## src/rtl/deser_pkg.sv

```systemverilog
// ============================================================================
// Module      : deser_pkg
// Description : Shared types and constants for the serial deserializer.
// Revision    : 1.0 - initial release
// ============================================================================
`default_nettype none

package deser_pkg;

  // Receive FSM states; PAR is only reachable when the parity frame is built.
  typedef enum logic [1:0] {
    IDLE = 2'd0,
    RECV = 2'd1,
    PAR  = 2'd2
  } deser_state_t;

  localparam int DEFAULT_WIDTH = 8;

  // Bit counter width: wide enough to hold WIDTH, covering the parity slot.
  function automatic int cnt_width(input int width);
    return $clog2(width + 1);
  endfunction

endpackage

`default_nettype wire

```

## src/rtl/deser_hold.sv

```systemverilog
// ============================================================================
// Module      : deser_hold
// Description : One-entry parallel holding register with valid/ready
//               handshake and sticky overrun detection.
// Revision    : 1.0 - initial release
// ============================================================================
`default_nettype none

module deser_hold #(
  parameter int WIDTH = 8
) (
  input  logic             CLK,
  input  logic             RST_N,
  input  logic             clr_i,
  input  logic             done_i,
  input  logic [WIDTH-1:0] data_i,
  input  logic             perr_i,
  input  logic             pready_i,
  output logic [WIDTH-1:0] pout_o,
  output logic             pvalid_o,
  output logic             perr_o,
  output logic             ovr_o
);

  logic [WIDTH-1:0] pout_q, pout_d;
  logic             pvalid_q, pvalid_d;
  logic             perr_q, perr_d;
  logic             ovr_q, ovr_d;
  logic             w_consume;

  assign w_consume = pvalid_q & pready_i;

  // Next-state: consume, load a completed word, or flag a dropped word.
  always_comb begin
    pout_d   = pout_q;
    pvalid_d = pvalid_q;
    perr_d   = perr_q;
    ovr_d    = ovr_q;
    if (w_consume) begin
      pvalid_d = 1'b0;
    end
    if (done_i) begin
      // A slot being drained on this same edge counts as free.
      if (!pvalid_q || w_consume) begin
        pout_d   = data_i;
        perr_d   = perr_i;
        pvalid_d = 1'b1;
      end else begin
        ovr_d = 1'b1;
      end
    end
    if (clr_i) begin
      ovr_d = 1'b0;
    end
  end

  // Holding register state with asynchronous active-low reset.
  always_ff @(posedge CLK or negedge RST_N) begin
    if (!RST_N) begin
      pout_q   <= '0;
      pvalid_q <= 1'b0;
      perr_q   <= 1'b0;
      ovr_q    <= 1'b0;
    end else begin
      pout_q   <= pout_d;
      pvalid_q <= pvalid_d;
      perr_q   <= perr_d;
      ovr_q    <= ovr_d;
    end
  end

  assign pout_o   = pout_q;
  assign pvalid_o = pvalid_q;
  assign perr_o   = perr_q;
  assign ovr_o    = ovr_q;

endmodule

`default_nettype wire

```

## src/rtl/serial_deserializer.sv

```systemverilog
// ============================================================================
// Module      : serial_deserializer
// Description : LSB-first serial-to-parallel receiver sharing the link bit
//               strobe SH. Assembles WIDTH-bit words and hands them to a
//               one-entry valid/ready output buffer with overrun flagging.
//               Define DESER_PARITY_EN to append and check an even-parity
//               bit per frame (PERR); otherwise PERR is always 0.
// Revision    : 1.0 - initial release
// ============================================================================
`default_nettype none

module serial_deserializer
  import deser_pkg::*;
#(
  parameter int WIDTH = DEFAULT_WIDTH
) (
  input  logic             CLK,
  input  logic             RST_N,
  input  logic             SIN,
  input  logic             SH,
  input  logic             CLR,
  output logic [WIDTH-1:0] POUT,
  output logic             PVALID,
  input  logic             PREADY,
  output logic             PERR,
  output logic             OVR,
  output logic             BUSY
);

`ifdef DESER_PARITY_EN
  localparam int FRAME = WIDTH + 1;
`else
  localparam int FRAME = WIDTH;
`endif
  localparam int             CW       = cnt_width(WIDTH);
  localparam logic [CW-1:0]  LAST_CNT = CW'(FRAME - 1);
`ifdef DESER_PARITY_EN
  localparam logic [CW-1:0]  LAST_DAT = CW'(WIDTH - 1);
`endif

  deser_state_t     state_q, state_d;
  logic [CW-1:0]    cnt_q, cnt_d;
  logic [WIDTH-1:0] sreg_q, sreg_d;
  logic             busy_q, busy_d;
  logic             w_done;
  logic [WIDTH-1:0] w_word;
  logic             w_perr;

  // Receive FSM, bit counter and shift register next-state.
  always_comb begin
    state_d = state_q;
    cnt_d   = cnt_q;
    sreg_d  = sreg_q;
    w_done  = 1'b0;
    w_word  = sreg_q;
    w_perr  = 1'b0;
    if (CLR) begin
      // Realign wins over a simultaneous strobe; that bit is discarded.
      cnt_d   = '0;
      state_d = IDLE;
    end else if (SH) begin
      cnt_d = (cnt_q == LAST_CNT) ? '0 : cnt_q + CW'(1);
`ifdef DESER_PARITY_EN
      if (state_q == PAR) begin
        // Parity bit is checked but never shifted into the data word.
        w_done  = 1'b1;
        w_perr  = ^{sreg_q, SIN};
        state_d = IDLE;
      end else begin
        sreg_d  = {SIN, sreg_q[WIDTH-1:1]};
        state_d = (cnt_q == LAST_DAT) ? PAR : RECV;
      end
`else
      sreg_d = {SIN, sreg_q[WIDTH-1:1]};
      w_word = sreg_d;
      if (cnt_q == LAST_CNT) begin
        w_done  = 1'b1;
        state_d = IDLE;
      end else begin
        state_d = RECV;
      end
`endif
    end
    // IDLE is exactly the zero-count state, so BUSY follows the FSM.
    busy_d = (state_d != IDLE);
  end

  // Receive-side state registers with asynchronous active-low reset.
  always_ff @(posedge CLK or negedge RST_N) begin
    if (!RST_N) begin
      state_q <= IDLE;
      cnt_q   <= '0;
      sreg_q  <= '0;
      busy_q  <= 1'b0;
    end else begin
      state_q <= state_d;
      cnt_q   <= cnt_d;
      sreg_q  <= sreg_d;
      busy_q  <= busy_d;
    end
  end

  deser_hold #(
    .WIDTH (WIDTH)
  ) u_hold (
    .CLK      (CLK),
    .RST_N    (RST_N),
    .clr_i    (CLR),
    .done_i   (w_done),
    .data_i   (w_word),
    .perr_i   (w_perr),
    .pready_i (PREADY),
    .pout_o   (POUT),
    .pvalid_o (PVALID),
    .perr_o   (PERR),
    .ovr_o    (OVR)
  );

  assign BUSY = busy_q;

endmodule

`default_nettype wire

```

## config.mk

```make
export PLATFORM = sky130hd
export DESIGN_NAME = serial_deserializer
export DESIGN_NICKNAME = d
export VERILOG_FILES = /design/src/rtl/deser_pkg.sv /design/src/rtl/deser_hold.sv /design/src/rtl/serial_deserializer.sv
export SDC_FILE = /design/constraint.sdc
export NUM_CORES = 1
export LEC_CHECK = 0
export BUFFER_PORTS_ARGS = -buffer_cell sky130_fd_sc_hd__buf_2
export CAP_MARGIN = 20
export CORE_MARGIN = 2
export CORE_UTILIZATION = 50
export DETAILED_ROUTE_END_ITERATION = 6
export PLACE_DENSITY = 0.81
export SLEW_MARGIN = 20
export SYNTH_ARGS = -nofsm -noshare
export SYNTH_HDL_FRONTEND = slang
export SYNTH_SLANG_ARGS = --single-unit
```

## constraint.sdc

```tcl
create_clock -name CLK -period 4.7 [get_ports CLK]
set_input_delay 0.235 -clock CLK [delete_from_list [all_inputs] [get_ports CLK]]
set_output_delay 0.235 -clock CLK [all_outputs]
set_load 0.02 [all_outputs]
```

==> results of run 1 <==
==> metal layers <==
layer	vias to the layer above	routed length, um
met1	288	644
met5	-	0
met4	0	0
met2	10	715
li1	270	-
met3	0	52
==> cell families (layout without fill, tap and decap cells) <==
group | Yosys count | count (layout) | share of synthesized area
DFF | 24 | 24 | 0.583
muxes | 16 | 16 | 0.203
and+or+nand+nor | 16 | 16 | 0.0996
AOI/OAI and AO/OA | 6 | 6 | 0.0413
buffers and inverters | 6 | 21 | 0.0486
adders and majority gates | 1 | 1 | 0.0121
other | 1 | 1 | 0.00364
xor gates and xnor gates | 1 | 1 | 0.00851
==> power groups by stage <==
| stage | combinational [mW] | clock, mW | sequential [mW] |
|---|---|---|---|
| floorplan | 0.0340 | 0 | 0.249 |
| global placement | 0.0410 | 0 | 0.252 |
| detailed placement | 0.0430 | 0 | 0.254 |
| CTS | 0.0436 | 0.0888 | 0.250 |
| global route | 0.0477 | 0.0971 | 0.254 |
| finish | 0.0425 | 0.0836 | 0.250 |
==> worst reg2reg max path, cell delays in order, from the launching register on <==
cell	delay, ps
dfrtp_1	400
ha_1	190
and3b_1	240
and3_4	310
mux2_4	320
==> how the worst min path moves through the flow <==
| stage | from | endpoint | slack (ps) | depth (start not counted) |
|---|---|---|---|---|
| after floorplan | RST_N | BUSY | -60 | 0 |
| final | SIN | u_hold.pout_o[7] | 180 | 2 |
| after global placement | RST_N | u_hold.pout_o[6] | 230 | 1 |
| after detailed placement | RST_N | u_hold.pout_o[6] | 240 | 1 |
| after CTS | SIN | u_hold.pout_o[7] | 170 | 2 |
| after global routing | SIN | u_hold.pout_o[7] | 160 | 2 |
==> metrics by stage <==
step | instances | cell area (um^2) | setup slack, ps
after floorplan | 71 | 1030 | 3190
after detailed placement | 109 | 1100 | 3160
final | 113 | 1130 | 3140
after global placement | 109 | 1100 | 3220
after CTS | 113 | 1130 | 3130
after global routing | 113 | 1130 | 3070
==> layout make-up <==
class | count | area share
tap | 27 | 0.0299
multi-input combinational | 41 | 0.336
timing repair buffer | 17 | 0.0797
clock buffer | 3 | 0.0199
sequential | 24 | 0.532
inverter | 1 | 0.00332
==> cells in the final DEF, fill, tap and decap left out, types with 2 or more instances in the layout <==
cell      count
nand2_1       4
dfrtp_1      24
nand2b_1      2
nor2_1        2
mux2_4        8
a21oi_1       2
mux2_2        7
clkbuf_4      3
nor3b_1       2
buf_2        16
==> flip-flops by register name, indices dropped and copies added (netlist names) <==
name             cells
BUSY                 1
u_hold.pout_o        8
sreg_q               7
u_hold.ovr_o         1
state_q              2
u_hold.pvalid_o      1
cnt_q                4
==> flow_summary.ini, run 1 <==
[sta]
holdWs_ps = 179
finalCritPeriodShare = 0.333
slew_viol_final = 0
max_freq_ghz = 0.640
period_needed_ps = 1560
hold_violations = 0
relSlewSlack = 0.658
rsz0062_at_grt = no
setup_viol = 0
clock_skew_ps = 6.67
fin_tns_setup_ps = 0
tightestPinTransition_ps = 513

[run_status]
status = finished clean

[power]
combPwrFrac = 0.113
irDropWorstVdd_mv = 0.197
power_switching_mw = 0.0888
p_seq_frac = 0.664
total_power_mw = 0.376
pwr-share-clk = 0.223
p_leak_nw = 0.568
p_per_area_mw_per_mm2 = 333
swShare = 0.236
p_int_mw = 0.287

[logic_synthesis]
yosysSeqAreaShare = 0.583
synth.distinct_cells = 26
syn_area_mm2 = 0.00103
synth_area_per_cell_um2 = 14.5
synthArstFlopShare = 1.00
synth_seq_cells = 24
synth_cells = 71
yosys_most_used_dff = dfrtp_1
synth.most_common_cell = dfrtp_1
synth_top_area_frac = 0.583
yosysWarnings = 0
synthTopCellsByArea = dfrtp_1 (58%), mux2_4 (12%), mux2_2 (7.7%), buf_6 (3.3%), nand2_1 (1.5%)
yosysTopAreaCell = dfrtp_1
synth_edf_count = 0
ys_top_cells_by_count = dfrtp_1 (24), mux2_4 (8), mux2_2 (7)
syn-num-nets = 78

[global_route]
busiest_layer = met2
grt_pass1_wl_um = 2440
grt_overflow_total = 0
use_met2 = 0.232
use_met3 = 0.0276
grt_max_degree = 25
grt_pass1_vias = 604
grt.total_usage = 0.131
antenna_found_initial = 0
use_met1 = 0.154

[routing]
route.detailed.drc = 0
vias = 568
wl_per_cell_um = 12.5
first_iter_violations = 3
vias_per_cell = 5.03
drt.antenna.violating_nets = 0
dr.pass1.iters = 3
drt-total-wl_um = 1410

[cells_and_area]
seq_area_um2 = 601
area_growth_pct = 9.72
fin_nets = 95
n_fill_cell = 189
fin_util = 0.576
multi_input_area_um2 = 379
antenna_cells_inserted = 0
layout-drive-gt1-share = 0.430

[worst_setup_path]
cp.depth = 4
cp-startpoint = cnt_q[0]
r2r_cells = 4
critPathMaxStageDelay_ps = 400
startpoint_type = flop
crit_chain = ha_1, and3b_1, and3_4, mux2_4
worst-r2r-setup-slack_ps = 3140
cp-endpoint = u_hold.pout_o[3]
critPathArrivalTime_ps = 1750
timing.rr.end = u_hold.pout_o[3]
critPathTopFamily = simple AND/OR/NAND/NOR gates
endpoint_kind = flop
worst_path_max_delay_cell = dfrtp_1
critPathKind = reg2reg
timing.rr.start = cnt_q[0]
critPathBufInv = 0
critical_path.max_fanout = 8
required_ps = 4890

[floorplan]
dieArea_mm2 = 0.00244
start_util = 0.525
ios = 18
core-area_mm2 = 0.00196
die_y_um = 49.4
fp-row-count = 16
die_w_um = 49.4

[clocking]
htree_levels = 1
cts_resized = 0
clkLatencyLatePin_ps = 300
cts_buffers = 3
cts.sink_count = 24
cts_tree = yes
clock_path_buffers = 2
path_clk_slew_ps = 120
cts_setup_buffers = 0
cts_root_buf = clkbuf_4
ctsHoldBuffers = 1

[run]
drv_cap = 0

[worst_hold_path]
min_path_type = in2reg

[placed_design]
hpwl_um = 1030
numPortBuffers = 16
gp_congestion = 0.727
(Power assumes the default switching activity.)
==> run 2: changes to the inputs <==
CORE_UTILIZATION = 48   (was 50)
PLACE_DENSITY = 0.82   (was 0.81)
clock period = 1.38 ns   (was 4.7 ns; I/O delays follow)
==> flow_summary.ini, run 2 (synthesis gave the netlist of run 1 again) <==
[sta]
relSlewSlack = 0.648
tightestPinTransition_ps = 527
finalCritPeriodShare = 1.06
rsz0062_at_grt = yes
max_freq_ghz = 0.685
layout_setup_ws_ps = -79.0
period_needed_ps = 1460
slew_viol_final = 0
clock_skew_ps = 4.62
setup_viol = 8
hold_violations = 0
fin_tns_setup_ps = -598

[cells_and_area]
n_fill_cell = 177
fin_util = 0.595
layout_commonest_cell = dfrtp_1
area_growth_pct = 15.7
largest_reg_flops = 8
antenna_cells_inserted = 0
fin_nets = 102
layoutNonFillerInstCount = 120
layout-drive-gt1-share = 0.484
seq_area_um2 = 601
final_cell_mix = dfrtp_1 (24), buf_2 (16), mux2_4 (8)
multi_input_area_um2 = 385

[worst_setup_path]
worst_path_max_delay_cell = dfrtp_1
critPathMaxStageDelay_ps = 390
required_ps = 1590
critPathArrivalTime_ps = 1670
startpoint_type = flop
critPathKind = reg2reg
endpoint_kind = flop
critical_path.max_fanout = 8
crit_chain = ha_2, and3b_1, and3_4, mux2_4

[placed_design]
dpl.cell_count = 115
numPortBuffers = 16
hpwl_um = 1130
gp_congestion = 0.694

[routing]
dr.pass1.iters = 3
vias_per_cell = 4.95
route.detailed.drc = 0
wl_per_cell_um = 13.1
drt.antenna.violating_nets = 0
drt-total-wl_um = 1580
first_iter_violations = 4
vias = 594

[clocking]
cts_setup_buffers = 0
clkLatencyLatePin_ps = 310
htree_levels = 1
cts_buffers = 3
clock_path_buffers = 2
cts_root_buf = clkbuf_4
cts.sink_count = 24
path_clk_slew_ps = 120
cts_tree = yes

[global_route]
grt_pass1_wl_um = 2620
use_met1 = 0.159
antenna_found_initial = 0
use_met3 = 0.0417
grt_overflow_total = 0
grt_pass1_vias = 595
use_met2 = 0.250
busiest_layer = met2
grt.total_usage = 0.145
grt_max_degree = 25

[floorplan]
die_y_um = 50.3
ios = 18
dieArea_mm2 = 0.00253
core-area_mm2 = 0.00200
start_util = 0.514
fp-row-count = 16
die_w_um = 50.3

[run_status]
violations = setup timing
status = finished, violations left

[power]
irDropWorstVdd_mv = 0.736
p_leak_nw = 0.601
p_per_area_mw_per_mm2 = 1090

[worst_hold_path]
min_path_type = in2reg

[run]
drv_cap = 0
[run 2: changes by cell type in the layout (fill, tap and decap cells not counted), sizes merged]
cell,change
dlygate4sd3,+1
buf,+6
[run 2: area by class of cell]
class | count | share of cell area
repair buffers | 24 | 0.122
flip-flops and latches | 24 | 0.504
inverters | 1 | 0.00315
clock buffers | 3 | 0.0189
multi-input cells | 41 | 0.324
well taps | 27 | 0.0284
[run 2: power breakdown]
group	total [mW]	switching [mW]	internal, mW
registers	0.845	0.0563	0.789
clock network	0.299	0.197	0.102
logic	0.160	0.0613	0.0983
[run 2: critical path: cells and delay by family (launching register included)]
family | cells | cell delay (ps)
multiplexers | 1 | 310
adder cells (fa/ha/maj) | 1 | 190
flip-flops | 1 | 390
AND/OR/NAND/NOR | 2 | 460
[run 2: through the flow]
| step | hold slack, ps | area [um^2] | total power, mW | worst slack, ps |
|---|---|---|---|---|
| after floorplan | -227 | 1040 | 0.963 | -85.8 |
| after global placement | 58.5 | 1140 | 1.01 | 0.643 |
| after detailed placement | 70.9 | 1140 | 1.02 | -70.3 |
| after CTS | 37.4 | 1190 | 1.32 | -87.2 |
| after global routing | 66.1 | 1190 | 1.37 | -128 |
| final | 50.5 | 1190 | 1.30 | -79.0 |
[run 2: per-layer routing]
layer,share of wire,vias to the layer above,routed length (um)
li1,-,285,-
met1,0.44,291,701
met2,0.49,13,765
met3,0.043,5,68
met4,0.026,0,41
met5,0,-,0
[run 2: repair_timing]
item                                    in CTS  in global routing
resized for setup                            0                  1
hold endpoints to repair                    25                  0
pin swaps                                    0                  0
hold buffers                                 2                  0
endpoints found under the setup margin       8                  9
[run 2: final timing paths]
kind / startpoint / to / slack, ps / cells past startpoint
worst max-delay path: cnt_q[0] / u_hold.pout_o[5] / -80 / 4
worst min-delay path: CLR / cnt_q[1] / 50 / 2
worst max register to register: cnt_q[0] / u_hold.pout_o[5] / -80 / 4
worst min register to register: state_q[1] / BUSY / 500 / 1
max in group asynchronous: RST_N / u_hold.pout_o[5] / 780 / 2
min in group asynchronous: RST_N / u_hold.pout_o[0] / 250 / 2
==> run 3: changes to the inputs <==
GPL_TIMING_DRIVEN = 0   (was not set)
==> flow_summary.ini, run 3 (synthesis gave the netlist of run 1 again) <==
[clocking]
cts_root_buf = clkbuf_4
cts_buffers = 3
cts_tree = yes
cts.sink_count = 24
clkLatencyLatePin_ps = 300
htree_levels = 1
path_clk_slew_ps = 120
clock_path_buffers = 2

[worst_setup_path]
critPathArrivalTime_ps = 1650
r2r_cells = 4
critPathTopFamily = simple AND/OR/NAND/NOR gates
startpoint_type = flop
critPathMaxStageDelay_ps = 380
critPathBufInv = 0
crit_chain = ha_2, and3b_2, and3_4, mux2_4
worst-r2r-setup-slack_ps = -70
critPathKind = reg2reg
timing.rr.end = u_hold.pout_o[1]
critical_path.max_fanout = 8
endpoint_kind = flop
timing.rr.start = cnt_q[0]
worst_path_max_delay_cell = dfrtp_1
required_ps = 1580

[floorplan]
core-area_mm2 = 0.00200
dieArea_mm2 = 0.00253
die_y_um = 50.3
start_util = 0.514
ios = 18
fp-row-count = 16
die_w_um = 50.3

[sta]
setup_viol = 8
clock_skew_ps = 2.03
max_freq_ghz = 0.690
period_needed_ps = 1450
layout_setup_ws_ps = -69.7
hold_violations = 0
rsz0062_at_grt = yes
fin_tns_setup_ps = -528
finalCritPeriodShare = 1.05
slew_viol_final = 0
tightestPinTransition_ps = 518
relSlewSlack = 0.655
holdWs_ps = 19.5

[routing]
drt.antenna.violating_nets = 0
wl_per_cell_um = 12.2
first_iter_violations = 4
route.detailed.drc = 0
vias = 586
vias_per_cell = 4.76
drt-total-wl_um = 1500
dr.pass1.iters = 4

[power]
total_power_mw = 1.37
p_per_area_mw_per_mm2 = 1110
irDropWorstVdd_mv = 0.692
p_leak_nw = 0.619

[run]
drv_cap = 0

[cells_and_area]
layout-drive-gt1-share = 0.500
fin_util = 0.615
layout_commonest_cell = dfrtp_1
antenna_cells_inserted = 0
largest_reg_flops = 8
n_fill_cell = 182
final_cell_mix = dfrtp_1 (24), buf_2 (16), mux2_4 (8)
area_growth_pct = 19.6
fin_nets = 104
layoutNonFillerInstCount = 123

[global_route]
grt_pass1_wl_um = 2740
grt.total_usage = 0.143
antenna_found_initial = 0
grt_overflow_total = 0
grt_max_degree = 25
grt_pass1_vias = 648

[worst_hold_path]
min_path_type = in2reg
hold_path_depth = 3
min-delay-start = CLR
holdPathEnd = BUSY

[placed_design]
hpwl_um = 1030
dpl.cell_count = 113
gp_congestion = 0.735
numPortBuffers = 15

[run_status]
status = finished, violations left
violations = setup timing
run 3: repair_timing:
item | CTS | global route
pin swaps | 1 | 1
hold buffers | 3 | 0
setup endpoints to repair | 8 | 10
hold endpoints to repair | 30 | 0
resized for setup | 1 | 1
setup buffers | 4 | 0
run 3: worst max path at each step:
stage,from,endpoint,slack [ps],cells after the start
global route,cnt_q[0],u_hold.pout_o[6],-130,4
global placement,cnt_q[0],u_hold.pout_o[2],-170,5
floorplan,cnt_q[0],u_hold.pout_o[0],-90,5
CTS,cnt_q[0],u_hold.pout_o[1],-70,4
finish,cnt_q[0],u_hold.pout_o[1],-70,4
detailed placement,cnt_q[0],u_hold.pout_o[7],-190,5
run 3: layer usage:
metal	global-route usage	up-vias	part of all wire
met3	0.0268	2	0.034
met2	0.250	10	0.52
met5	0	-	0
met1	0.175	287	0.44
li1	-	287	-
met4	0.0541	0	0.0067
run 3: worst min-delay path: cells and delay by family:
family / cells / cell delay (ps)
buffers and inverters: 1 / 90
AO/OA/AOI/OAI: 2 / 130
run 3: layout make-up:
class,count,area (um^2),area share
inverter,1,3.75,0.00305
buffer,4,35.0,0.0285
timing repair buffer,22,135,0.110
multi-input combinational,41,387,0.314
clock buffer,4,36.3,0.0295
sequential,24,601,0.488
tap,27,33.8,0.0274
run 3: report_power, final:
part | internal [mW] | switching [mW]
combinational | 0.104 | 0.0644
clock | 0.161 | 0.193
sequential | 0.789 | 0.0564
total | 1.05 | 0.314
run 3: through the flow:
stage / setup WS, ps / area (um^2)
3_5_place_dp: -191 / 1140
4_1_cts: -65.0 / 1230
3_3_place_gp: -169 / 1140
6_report: -69.7 / 1230
5_1_grt: -125 / 1230
2_1_floorplan: -85.8 / 1040
